===== config.mk =====
export PLATFORM = sky130hd
export DESIGN_NAME = fp29i_to_fp16_norm
export DESIGN_NICKNAME = d
export VERILOG_FILES = /design/src/rtl/fpu_pkg.sv /design/src/rtl/lzd22.sv /design/src/rtl/fp29i_to_fp16_norm.sv
export SDC_FILE = /design/constraint.sdc
export NUM_CORES = 1
export LEC_CHECK = 0
export CORE_ASPECT_RATIO = 0.9
export CORE_UTILIZATION = 40
export CTS_CLUSTER_SIZE = 28
export DETAILED_ROUTE_END_ITERATION = 16
export PLACE_DENSITY_LB_ADDON = 0.15
export SYNTH_ARGS = -nofsm -noshare
export SYNTH_HDL_FRONTEND = slang
export SYNTH_SLANG_ARGS = --single-unit

===== constraint.sdc =====
create_clock -name clk -period 7.4 [get_ports clk]
set_input_delay 1.11 -clock clk [delete_from_list [all_inputs] [get_ports clk]]
set_output_delay 1.11 -clock clk [all_outputs]
set_load 0.01 [all_outputs]

===== src/rtl/fpu_pkg.sv =====
// Shared FIR FPU definitions: FP29i and FP16 field layouts, exponent biases
// and the FP16 special encodings used by the output stage.
package fpu_pkg;
  localparam int FP29_EXP_W  = 6;
  localparam int FP29_MAN_W  = 22;
  localparam int FP16_EXP_W  = 5;
  localparam int FP16_FRAC_W = 10;
  localparam int FP29_BIAS   = 31;
  localparam int FP16_BIAS   = 15;

  localparam logic [15:0] POS_INF = 16'h7C00;
  localparam logic [15:0] MAX_FIN = 16'h7BFF;

  typedef struct packed {
    logic                  sgn;
    logic [FP29_EXP_W-1:0] exp;
    logic [FP29_MAN_W-1:0] man;
  } fp29i_t;
endpackage


===== src/rtl/lzd22.sv =====
// Combinational leading-zero counter for a 22-bit mantissa; 22 means all zero.
module lzd22 (
  input  logic [21:0] man,
  output logic [4:0]  lz
);
  always_comb begin
    lz = 5'd22;
    // Ascending scan so the most significant set bit is the last to win.
    for (int i = 0; i < 22; i++) begin
      if (man[i]) lz = 5'(21 - i);
    end
  end
endmodule


===== src/rtl/fp29i_to_fp16_norm.sv =====
// FP29i -> IEEE FP16 output stage: register+LZD, normalize/denormalize,
// round-to-nearest-even and pack, as a 3-stage pipeline with one global enable.
module fp29i_to_fp16_norm
  import fpu_pkg::*;
#(
  parameter bit SAT_ON_OVF = 1'b0,
  parameter int IN_BIAS    = FP29_BIAS,
  parameter int OUT_BIAS   = FP16_BIAS
) (
  input  logic        clk,
  input  logic        rst_n,
  input  logic        din_valid,
  output logic        din_ready,
  input  logic        din_uni_y_sgn,
  input  logic [5:0]  din_uni_y_exp,
  input  logic [21:0] din_uni_y_man_dn,
  output logic        dout_valid,
  input  logic        dout_ready,
  output logic [15:0] dout_fp16,
  output logic        dout_ovf,
  output logic        dout_unf,
  output logic        dout_inx
);
  localparam logic signed [7:0] BIAS_DIFF = 8'(IN_BIAS - OUT_BIAS);

  // Handshake: a word moves on a rising edge when valid & ready are both high;
  // the whole pipe advances together only when the output slot is free or taken.
  logic en;
  assign en        = ~dout_valid | dout_ready;
  assign din_ready = en;

  // ---------------- S1: register input, count leading zeros
  logic   s1_valid;
  fp29i_t s1_in;
  logic [4:0] s1_lz;

  always_ff @(posedge clk or negedge rst_n) begin
    if (!rst_n) begin
      s1_valid <= 1'b0;
      s1_in    <= '0;
    end else if (en) begin
      s1_valid <= din_valid;
      s1_in    <= {din_uni_y_sgn, din_uni_y_exp, din_uni_y_man_dn};
    end
  end

  lzd22 u_lzd (
    .man (s1_in.man),
    .lz  (s1_lz)
  );

  // ---------------- S2: normalize, denormalize with sticky
  logic signed [7:0] e16;
  logic signed [7:0] sub_sh;
  logic [21:0] nm;
  logic [45:0] wide;
  logic [21:0] n_man;
  logic [7:0]  n_exp;
  logic        n_sticky;

  always_comb begin
    e16      = $signed({2'b00, s1_in.exp}) - BIAS_DIFF - $signed({3'b000, s1_lz});
    nm       = s1_in.man << s1_lz;
    sub_sh   = 8'sd1 - e16;
    wide     = {nm, 24'b0} >> sub_sh;
    n_man    = nm;
    n_exp    = $unsigned(e16);
    n_sticky = 1'b0;
    if (e16 <= 8'sd0) begin
      n_exp = '0;
      if (sub_sh >= 8'sd24) begin
        n_man    = '0;
        n_sticky = |s1_in.man;
      end else begin
        n_man    = wide[45:24];
        n_sticky = |wide[23:0];
      end
    end
  end

  logic        s2_valid;
  logic        s2_sgn;
  logic        s2_zero;
  logic [7:0]  s2_exp;
  logic [21:0] s2_man;
  logic        s2_sticky;

  always_ff @(posedge clk or negedge rst_n) begin
    if (!rst_n) begin
      s2_valid  <= 1'b0;
      s2_sgn    <= 1'b0;
      s2_zero   <= 1'b0;
      s2_exp    <= '0;
      s2_man    <= '0;
      s2_sticky <= 1'b0;
    end else if (en) begin
      s2_valid  <= s1_valid;
      s2_sgn    <= s1_in.sgn;
      s2_zero   <= (s1_lz == 5'd22);
      s2_exp    <= n_exp;
      s2_man    <= n_man;
      s2_sticky <= n_sticky;
    end
  end

  // ---------------- S3: round to nearest even, pack, flags
  logic [FP16_FRAC_W-1:0] frac;
  logic        guard;
  logic        sticky;
  logic        rnd_up;
  logic        inx;
  logic [17:0] sum;
  logic [7:0]  e_fin;
  logic [15:0] ovf_word;
  logic [15:0] n_fp16;
  logic        n_ovf;
  logic        n_unf;
  logic        n_inx;

  assign ovf_word = SAT_ON_OVF ? MAX_FIN : POS_INF;

  always_comb begin
    frac   = s2_man[20:11];
    guard  = s2_man[10];
    sticky = (|s2_man[9:0]) | s2_sticky;
    rnd_up = guard & (sticky | frac[0]);
    inx    = guard | sticky;
    // Exponent and fraction added as one word so a fraction carry bumps the exponent.
    sum    = {s2_exp, frac} + {17'b0, rnd_up};
    e_fin  = sum[17:10];
    n_fp16 = {s2_sgn, e_fin[4:0], sum[9:0]};
    n_ovf  = 1'b0;
    n_inx  = inx;
    // Hidden bit clear on a nonzero value means the pre-round exponent field is 0.
    n_unf  = inx & ~s2_man[21];
    if (s2_zero) begin
      n_fp16 = {s2_sgn, 15'b0};
      n_inx  = 1'b0;
      n_unf  = 1'b0;
    end else if (e_fin >= 8'd31) begin
      n_fp16 = {s2_sgn, ovf_word[14:0]};
      n_ovf  = 1'b1;
      n_inx  = 1'b1;
      n_unf  = 1'b0;
    end
  end

  always_ff @(posedge clk or negedge rst_n) begin
    if (!rst_n) begin
      dout_valid <= 1'b0;
      dout_fp16  <= '0;
      dout_ovf   <= 1'b0;
      dout_unf   <= 1'b0;
      dout_inx   <= 1'b0;
    end else if (en) begin
      dout_valid <= s2_valid;
      dout_fp16  <= n_fp16;
      dout_ovf   <= n_ovf;
      dout_unf   <= n_unf;
      dout_inx   <= n_inx;
    end
  end
endmodule


# Yosys cells after proc, flatten, opt, wreduce, memory -nomap -nowiden
# Index checks and enable logic that the tools add are counted.
dict set report op_classes {
  shifts 2
  order_cmp 3
  mux 35
  n_eq_ne 1
  n_reduce_logical 3
  n_bitwise 8
  add_sub_neg 4
}
# op count
set op_table {}
lappend op_table {{5-bit two-way mux} 16}
lappend op_table {{46-bit by 8-bit right shift with 46-bit output} 1}
lappend op_table {{22-bit two-way mux} 2}
lappend op_table {{15-bit two-way mux} 2}
lappend op_table {{24-bit OR reduction} 1}
lappend op_table {{22-bit OR reduction} 1}
lappend op_table {{22-bit by 5-bit << shifter with 22-bit output} 1}
lappend op_table {{18-bit by 1-bit adder with 18-bit output} 1}
lappend op_table {{3-bit two-way mux} 4}
lappend op_table {{10-bit OR reduction} 1}
lappend op_table {{8-bit by 5-bit >= comparator with 1-bit output, second input constant} 1}
lappend op_table {{8-bit by 6-bit >= comparator with 1-bit output, second input constant} 1}
lappend op_table {{8-bit by 1-bit <= comparator with 1-bit output, second input constant} 1}
lappend op_table {{1-bit two-way mux} 8}
lappend op_table {{8-bit two-way mux} 1}
lappend op_table {{2-bit by 8-bit subtractor with 8-bit output, first input constant} 1}
lappend op_table {{7-bit by 6-bit subtractor with 8-bit output} 1}
lappend op_table {{6-bit by 5-bit subtractor with 7-bit output, second input constant} 1}
lappend op_table {{5-bit == test, second input constant} 1}
lappend op_table {{2-bit two-way mux} 2}
lappend op_table {{1-bit bitwise OR} 4}
lappend op_table {{1-bit AND} 2}
lappend op_table {{1-bit inverter} 2}
dict set report totals {
  in_bits 33
  output_inout_bits 21
  ff_bits 84
  word_cells 71
}

# Depth between registers and ports, before layout
# Gate-level depths: netlist of the first run.
dict set report depth {
  ltp_word 28
  mapped_depth 25
  depth_no_buf 22
}

# Modules after synthesis
# A second synthesis of the first run with hierarchy kept.
dict set report hier_totals {
  cells_unflattened 963
  hier_area_um2 7657.3
}
# mod area_per_inst_um2 cells_per_inst seq_area_each_um2 n_inst
set by_module_without_submodules {}
lappend by_module_without_submodules {fp29i_to_fp16_norm 7417.1 921 2102.0 1}
lappend by_module_without_submodules {lzd22 240.2 42 0.0 1}

# Worst setup path before layout of the first run
# OpenSTA, ideal clock, no wires.
dict set report synth_path {
  path_kind {reg-to-reg}
  startpoint {register s1_in[15] (netlist name)}
  endpoint {register s2_sticky}
  t_arrival_ps 5469
  path_slack_ps 1802
  required_time_ps 7271
  path_stages_with_launch 26
  path_cell_list {dfrtp_1 -> buf_6 -> or3_1 -> a221oi_2 -> o41a_4 -> o21ai_4 -> inv_4 -> buf_8 -> buf_6 -> ha_1 -> inv_1 -> fa_1 -> clkbuf_1 -> inv_2 -> ha_1 -> and3_1 -> a31oi_1 -> nor2_1 -> o21a_1 -> a31oi_1 -> o211ai_1 -> mux4_2 -> a2111oi_2 -> o211a_1 -> a32oi_1 -> o41a_1}
}
dict set report synth_between {
  elab_chain_cells 13
}
# item line_no
set synth_rtl {}
lappend synth_rtl {{from (decl)} fp29i_to_fp16_norm.sv:34} ;# fp29i_t s1_in;
lappend synth_rtl {{from (signal assigned)} fp29i_to_fp16_norm.sv:43} ;# s1_in <= {din_uni_y_sgn, din_uni_y_exp, din_uni_y_man_dn};
lappend synth_rtl {{5-bit two-way mux (7 in series)} lzd22.sv:10} ;# if (man[i]) lz = 5'(21 - i);
lappend synth_rtl {{7-bit by 6-bit subtractor with 8-bit output} fp29i_to_fp16_norm.sv:62} ;# e16 = $signed({2'b00, s1_in.exp}) - BIAS_DIFF - $signed({3'b000, s1_lz});
lappend synth_rtl {{2-bit by 8-bit subtractor with 8-bit output} fp29i_to_fp16_norm.sv:64} ;# sub_sh = 8'sd1 - e16;
lappend synth_rtl {{46-bit by 8-bit right shift with 46-bit output} fp29i_to_fp16_norm.sv:65} ;# wide = {nm, 24'b0} >> sub_sh;
lappend synth_rtl {{24-bit OR reduction} fp29i_to_fp16_norm.sv:76} ;# n_sticky = |wide[23:0];
lappend synth_rtl {{1-bit two-way mux} fp29i_to_fp16_norm.sv:71} ;# if (sub_sh >= 8'sd24) begin
lappend synth_rtl {{1-bit two-way mux (*)} fp29i_to_fp16_norm.sv:69} ;# if (e16 <= 8'sd0) begin
lappend synth_rtl {{to (signal assigned)} fp29i_to_fp16_norm.sv:102} ;# s2_sticky <= n_sticky;
lappend synth_rtl {{to (decl)} fp29i_to_fp16_norm.sv:86} ;# logic s2_sticky;
# Mark *: on every way between the ends. The rest lies on a longest branch, timed or not.
# A chain may end at the register's enable or synchronous reset.

# Worst setup path after layout of the first run
dict set report layout_path {
  startpoint {register s1_in[13] (netlist name)}
  endpoint {register s2_sticky}
}
dict set report layout_between {
  elab_chain_cells 15
}
# item line_no
set layout_rtl {}
lappend layout_rtl {{5-bit two-way mux (9 in series)} lzd22.sv:10}
lappend layout_rtl {{7-bit by 6-bit subtractor with 8-bit output} fp29i_to_fp16_norm.sv:62}
lappend layout_rtl {{2-bit by 8-bit subtractor with 8-bit output} fp29i_to_fp16_norm.sv:64}
lappend layout_rtl {{46-bit by 8-bit right shift with 46-bit output} fp29i_to_fp16_norm.sv:65}
lappend layout_rtl {{24-bit OR reduction} fp29i_to_fp16_norm.sv:76}
lappend layout_rtl {{1-bit two-way mux} fp29i_to_fp16_norm.sv:71}
lappend layout_rtl {{1-bit two-way mux (*)} fp29i_to_fp16_norm.sv:69}
# Marks and branches as above.

==> results of run 1 <==
-- cells by family (layout without fill, tap and decap cells) --
| family | Yosys count | in the layout |
|---|---|---|
| simple gates | 365 | 365 |
| compound gates | 298 | 298 |
| flops | 84 | 84 |
| buf+inv | 82 | 109 |
| mux | 30 | 30 |
| xor+xnor | 26 | 26 |
| fa+ha+maj | 10 | 10 |
-- layout by cell type, fill, tap and decap left out, types with 7 or more instances in the layout --
master,instances
mux2i_1,21
a22oi_1,8
o21ai_0,52
nand2b_1,9
and3_1,10
a21oi_1,37
a21o_1,14
o221ai_1,7
a211oi_1,12
buf_4,17
xor2_1,9
dfrtp_1,84
o21ai_1,7
a221oi_1,9
xnor2_1,16
nand2_1,149
nor3_1,21
or3_1,7
nand3_1,40
nor4_1,7
o211ai_1,15
nor2_1,81
a32oi_1,14
ha_1,9
clkdlybuf4s50_1,52
o31ai_1,17
nand4_1,8
inv_1,16
a31oi_1,14
clkbuf_16,9
o21a_1,14
-- power by group --
group	internal (mW)	switching, mW	total (mW)
Clock	0.233	0.214	0.447
Combinational	1.29	2.12	3.41
Sequential	0.625	0.163	0.789
Total	2.15	2.50	4.65
-- per-layer routing --
| metal | vias to the layer above | share of wire [%] |
|---|---|---|
| met1 | 3455 | 47 |
| met5 | - | 0 |
| li1 | 3395 | - |
| met2 | 355 | 42 |
| met4 | 0 | 2.7 |
| met3 | 52 | 8.2 |
-- tightest hold or removal path: stages, from the launching register on --
cell and delay [ns]:
dfrtp_1 0.34, nand2_1 0.05, nand2_1 0.05
-- per-stage QoR --
| step | hold WS [ns] | cells | worst slack [ns] | instance area [µm²] |
|---|---|---|---|---|
| 2_1_floorplan | 0.430 | 895 | 1.80 | 7110 |
| 3_3_place_gp | 0.452 | 1141 | 1.35 | 7760 |
| 3_5_place_dp | 0.454 | 1141 | 1.40 | 7760 |
| 4_1_cts | 0.471 | 1157 | 1.36 | 8050 |
| 5_1_grt | 0.494 | 1157 | 0.979 | 8050 |
| 6_report | 0.464 | 1157 | 1.22 | 8050 |
-- layout make-up --
class | instances | area (µm²) | share of cell area, %
multi-input combinational | 729 | 4630 | 57.5
sequential | 84 | 2100 | 26.1
timing repair buffer | 69 | 648 | 8.06
tap | 235 | 294 | 3.65
clock buffer | 9 | 225 | 2.80
inverter | 24 | 92.6 | 1.15
clock inverter | 7 | 57.6 | 0.715
-- state kept, by name, indices dropped and copies added, names as in the netlist --
signal	cells
dout_ovf	1
s2_sgn	1
s2_exp	8
s1_valid	1
s2_man	22
dout_inx	1
dout_unf	1
s1_in	29
s2_sticky	1
dout_fp16	16
s2_valid	1
dout_valid	1
s2_zero	1
-- worst max path at each step --
stage / start / end / slack [ns] / cells after the start
after floorplan: s1_in[15] / s2_sticky / 1.80 / 25
after global placement: s1_in[13] / s2_sticky / 1.35 / 23
after detailed placement: s1_in[13] / s2_sticky / 1.40 / 23
after CTS: s1_in[13] / s2_sticky / 1.36 / 23
after global routing: s1_in[13] / s2_sticky / 0.98 / 23
final: s1_in[13] / s2_sticky / 1.22 / 23
==> results.yml, run 1 <==
outcome:
  outcome: "completed"
power_and_ir_drop:
  total_leakage_power_nw: 3.24
  vdd_drop_max_mv: 0.220
  power_density_nw_per_um2: 578
  design_power_total_mw: 4.65
worst_setup_path:
  worst-path-max-fanout: 20
  cp.buffers_inverters: 5
  cp.required_ns: 7.63
  rrSetupSlack_ns: 1.22
  worst_path_class_setup: "reg2reg"
  crit_path_max_incr_delay_ns: 0.55
  path_cells: "or3_1 -> a221oi_2 -> o41a_4 -> o21ai_4 -> inv_4 -> ha_1 -> inv_1 -> fa_1 -> buf_4 -> inv_2 -> ha_1 -> and3_1 -> a31oi_1 -> buf_4 -> nor2_1 -> o21a_1 -> a31oi_1 -> o211ai_1 -> mux4_2 -> a2111oi_2 -> o211a_1 -> a32oi_1 -> o41a_1"
  rr_endpoint: "s2_sticky"
  worst-r2r-cell-count: 23
  crit_arrival_ns: 6.41
  cpMaxStageDelayCell: "mux4_2"
  rr_startpoint: "s1_in[13]"
  startpoint_type: "flop"
  crit_path_end_kind: "flop"
  cpLargestDelayFamily: "compound AO/OA/AOI/OAI gates"
grt:
  grt.total_usage_pct: 25.7
  first_pass_grt_wire_length_um: 36400
  grt_antenna_before_repair: 0
  grt_max_degree: 69
  gr-usage-met1_pct: 37.2
  grt_pass1_vias: 6703
  gr-total-overflow: 0
  grt.busiest_layer: "met2"
  grtUsageMet2_pct: 37.4
  grt_util_met3_pct: 5.77
synthesis:
  synth.top_cells.by_area: "dfrtp_1 30%, nand2_1 7.9%, nor2_1 4.3%"
  yosys_register_bits: 84
  ys.warnings.count: 0
  synth_area_per_cell_um2: 7.94
  synth_xor_area_share_pct: 3.20
  post_synth_inst_count: 895
  post-synth-top-area-cell: "dfrtp_1"
  syn_nets: 938
  synthFlopType: "dfrtp_1"
  synth_top_family_by_area: "compound AO/OA/AOI/OAI gates"
  syn_area_um2: 7110
  synth.most_common_cell: "nand2_1"
  synth-compound-area-share_pct: 31.3
  synth-edff-count: 0
  synth_cell_types: 97
  synthArstFlopShare_pct: 100
  synthAdderAreaFrac_pct: 1.87
  synth.mux.area_fraction_pct: 4.86
  simple_gate_share_of_the_synthesized_area_pct: 23.6
  synth_seq_area_share_pct: 29.6
  synth_commonest_cells: "149 x nand2_1, 84 x dfrtp_1, 81 x nor2_1, 52 x o21ai_0, 40 x nand3_1"
  synth_top_area_share_pct: 29.6
drt:
  route.detailed.wl_per_inst_um: 19.7
  routed_wirelength_um: 22800
  num_vias: 7257
  drt_first_pass_iters: 6
  remaining_drc_errors: 0
  first_iter_violations: 844
  routed_via_density: 6.27
  antenna_violating_nets_post_route: 0
cts:
  path_clk_slew_ns: 0.07
  cts_tree: "built"
  cts.repair.resized: 0
  cts_buffers: 9
  cts_hold_repair_buffers: 0
  cts.repair_timing.setup_buffer_count: 0
  worstSkewPairLatency_ns: 0.36
  cts_buffer_depth: 2
  htree_num_levels: 3
  clock_sink_count: 84
  clockRootBuffer: "clkbuf_16"
floorplanning:
  chipWidth_um: 142
  placementRows: 45
  initial_core_util_pct: 41.5
  die_height_um: 128
  fp.dieArea_um2: 18300
  floorplan.io_pins: 54
  core_region_area_um2: 17100
sta:
  final_critical_path_required_period_ns: 6.18
  relSlewSlack_pct: 24.0
  timing_worst_slew_pin_value_ns: 1.14
  totalNegativeSetupSlack_ns: 0
  rsz0062_at_grt: "no"
  finalMaxSlewViolations: 0
  finalSetupViolCount: 0
  period_share_pct: 83.5
  finalHoldViolCount: 0
  timing.clock.skew_ns: 0.0115
  maxClockFrequency_mhz: 162
cells_and_area:
  fill_cells: 1720
  final_nets: 960
  fin_util_pct: 47.0
  number_of_antenna_cells_inserted: 0
  area_growth_pct: 13.2
  drive_above_1_share_pct: 8.89
hold_path:
  holdCritPathClass: "reg2reg"
  hold-path-endpoint: "dout_fp16[15]"
  min_delay_path_depth: 2
  hold_start: "dout_fp16[15]"
place:
  buffer_ports.inserted: 53
  gp_routability_congestion: 0.986
  place.detailed.hpwl_um: 16900
run:
  max_cap_violations: 0
Power figures use the tool's default switching activity.
==> run 2: changes to the inputs <==
- clock period: 7.4 -> 5.4 ns (I/O delays scaled with it)
==> run 2 against run 1 <==
Core utilization up 2.0 points. Worst setup slack worse by 0.94 ns. Clock skew grew 0.0035 ns. First-iteration DRC count down 6.4%. Global-route usage is 1.1 points higher. Final area grew 4.3%. Non-clock buffer count grew 33. Hold slack lost 0.12 ns.
==> results.yml, run 2 (same netlist as run 1, synthesis figures left out) <==
outcome:
  outcome: "completed"
cells_and_area:
  area_growth_pct: 18.1
  final_nets: 993
  layout.cells.most_common: "nand2_1"
  layout.cells.most_common_list: "147 x nand2_1, 83 x dfrtp_1, 79 x nor2_1, 52 x clkdlybuf4s50_1, 51 x o21ai_0"
  fin_cells: 1190
  reg.largest.list: "s1_in: 29 flops, s2_man: 22 flops, dout_fp16: 16 flops"
  max_flop_register: "s1_in"
  postLayoutCellArea_um2: 8390
  fill_cells: 1723
  drive_above_1_share_pct: 13.3
  largest_register_ff_count: 29
  number_of_antenna_cells_inserted: 0
sta:
  rsz0062_at_grt: "no"
  fin_ws_ns: 0.281
  totalNegativeSetupSlack_ns: 0
  period_share_pct: 94.8
  final_critical_path_required_period_ns: 5.12
  finalHoldViolCount: 0
  maxClockFrequency_mhz: 195
  timing.clock.skew_ns: 0.0150
  finalSetupViolCount: 0
  finalMaxSlewViolations: 0
  timing_worst_slew_pin_value_ns: 0.809
  relSlewSlack_pct: 45.6
grt:
  grt.total_usage_pct: 26.7
  grt_pass1_vias: 6842
  first_pass_grt_wire_length_um: 37800
  grt_max_degree: 69
  gr-total-overflow: 0
  grt_antenna_before_repair: 0
drt:
  antenna_violating_nets_post_route: 0
  first_iter_violations: 790
  drt_first_pass_iters: 7
  routed_via_density: 6.19
  route.detailed.wl_per_inst_um: 19.7
  routed_wirelength_um: 23400
  num_vias: 7368
  remaining_drc_errors: 0
worst_setup_path:
  cp.required_ns: 5.66
  worst_path_class_setup: "reg2reg"
  cp.buffers_inverters: 2
  crit_path_max_incr_delay_ns: 0.53
  path_cells: "or3_1 -> a221oi_2 -> o41a_4 -> o21ai_4 -> inv_4 -> ha_1 -> inv_1 -> fa_1 -> xnor2_1 -> ha_1 -> and3_1 -> a31oi_4 -> nor2_2 -> o21a_1 -> a31oi_2 -> o211ai_1 -> mux4_2 -> a2111oi_2 -> o211a_1 -> a32oi_1 -> o41a_1"
  worst_path_most_repeated_cell: "ha_1"
  cpMaxStageDelayCell: "mux4_2"
  crit_path_end_kind: "flop"
  worst-path-max-fanout: 7
  rrSetupSlack_ns: 0.28
  cpLargestDelayFamily: "compound AO/OA/AOI/OAI gates"
  startpoint_type: "flop"
  crit_arrival_ns: 5.37
power_and_ir_drop:
  design_power_total_mw: 6.59
  total_leakage_power_nw: 3.43
  vdd_drop_max_mv: 0.360
  power_density_nw_per_um2: 785
hold_path:
  holdCritPathClass: "in2async"
floorplanning:
  die_height_um: 128
  floorplan.io_pins: 54
  initial_core_util_pct: 41.5
  chipWidth_um: 142
  placementRows: 45
  core_region_area_um2: 17100
  fp.dieArea_um2: 18300
place:
  gp_routability_congestion: 0.998
  place.detailed.hpwl_um: 17500
  post-place-ws_ns: 0.145
  post-place-cells: 1170
  buffer_ports.inserted: 53
  placedInstanceArea_um2: 7990
cts:
  htree_num_levels: 3
  cts_buffer_depth: 2
  cts_hold_repair_buffers: 0
  worstSkewPairLatency_ns: 0.37
  clock_sink_count: 84
  cts_buffers: 9
  clockRootBuffer: "clkbuf_16"
  path_clk_slew_ns: 0.08
  cts_tree: "built"
run:
  max_cap_violations: 0
run 2: cell types whose count changed in the layout (fill, tap and decap cells not counted), sizes merged:
| cell | previous run | this run |
|---|---|---|
| clkinvlp | 2 | 1 |
| bufinv | 0 | 1 |
| inv | 25 | 26 |
| buf | 17 | 50 |
| clkinv | 4 | 3 |
run 2: power breakdown:
part	total, mW	switching (mW)	internal, mW
clock network	0.672	0.306	0.367
registers	1.06	0.198	0.857
logic	4.86	2.96	1.90
total	6.59	3.46	3.13
run 2: layer usage:
metal / GRT usage (%) / part of all wire, %
met5: 0 / 0
met3: 4.76 / 8.3
met1: 40.2 / 48
met4: 8.03 / 2.2
met2: 38.5 / 41
run 2: area by class of cell:
class / instances / area [µm²] / area share [%]
Clock buffer: 9 / 225 / 2.68
Clock inverter: 7 / 80.1 / 0.955
Inverter: 24 / 92.6 / 1.10
Multi-Input combinational cell: 729 / 4700 / 56.0
Sequential cell: 84 / 2100 / 25.1
Tap cell: 235 / 294 / 3.50
Timing Repair Buffer: 102 / 896 / 10.7
run 2: worst paths after layout:
kind / endpoint / depth (start not counted) / startpoint
worst max-delay path: s2_sticky / 21 / s1_in[11]
worst min-delay path: s1_in[22] / 1 / rst_n
worst max register to register: s2_sticky / 21 / s1_in[11]
worst min register to register: dout_unf / 1 / s2_man[21]
max in group asynchronous: s2_man[3] / 2 / rst_n
min in group clk: dout_unf / 1 / s2_man[21]
run 2: through the flow:
stage | hold slack [ns] | utilization, %
floorplan | 0.430 | -
global placement | 0.447 | 46.7
detailed placement | 0.456 | 46.7
CTS | 0.349 | 48.4
global route | 0.364 | 49.0
finish | 0.343 | 49.0
run 2: timing repair:
action / CTS / global route
setup buffers: 0 / 4
setup endpoints to repair: 0 / 7
resized for setup: 0 / 15
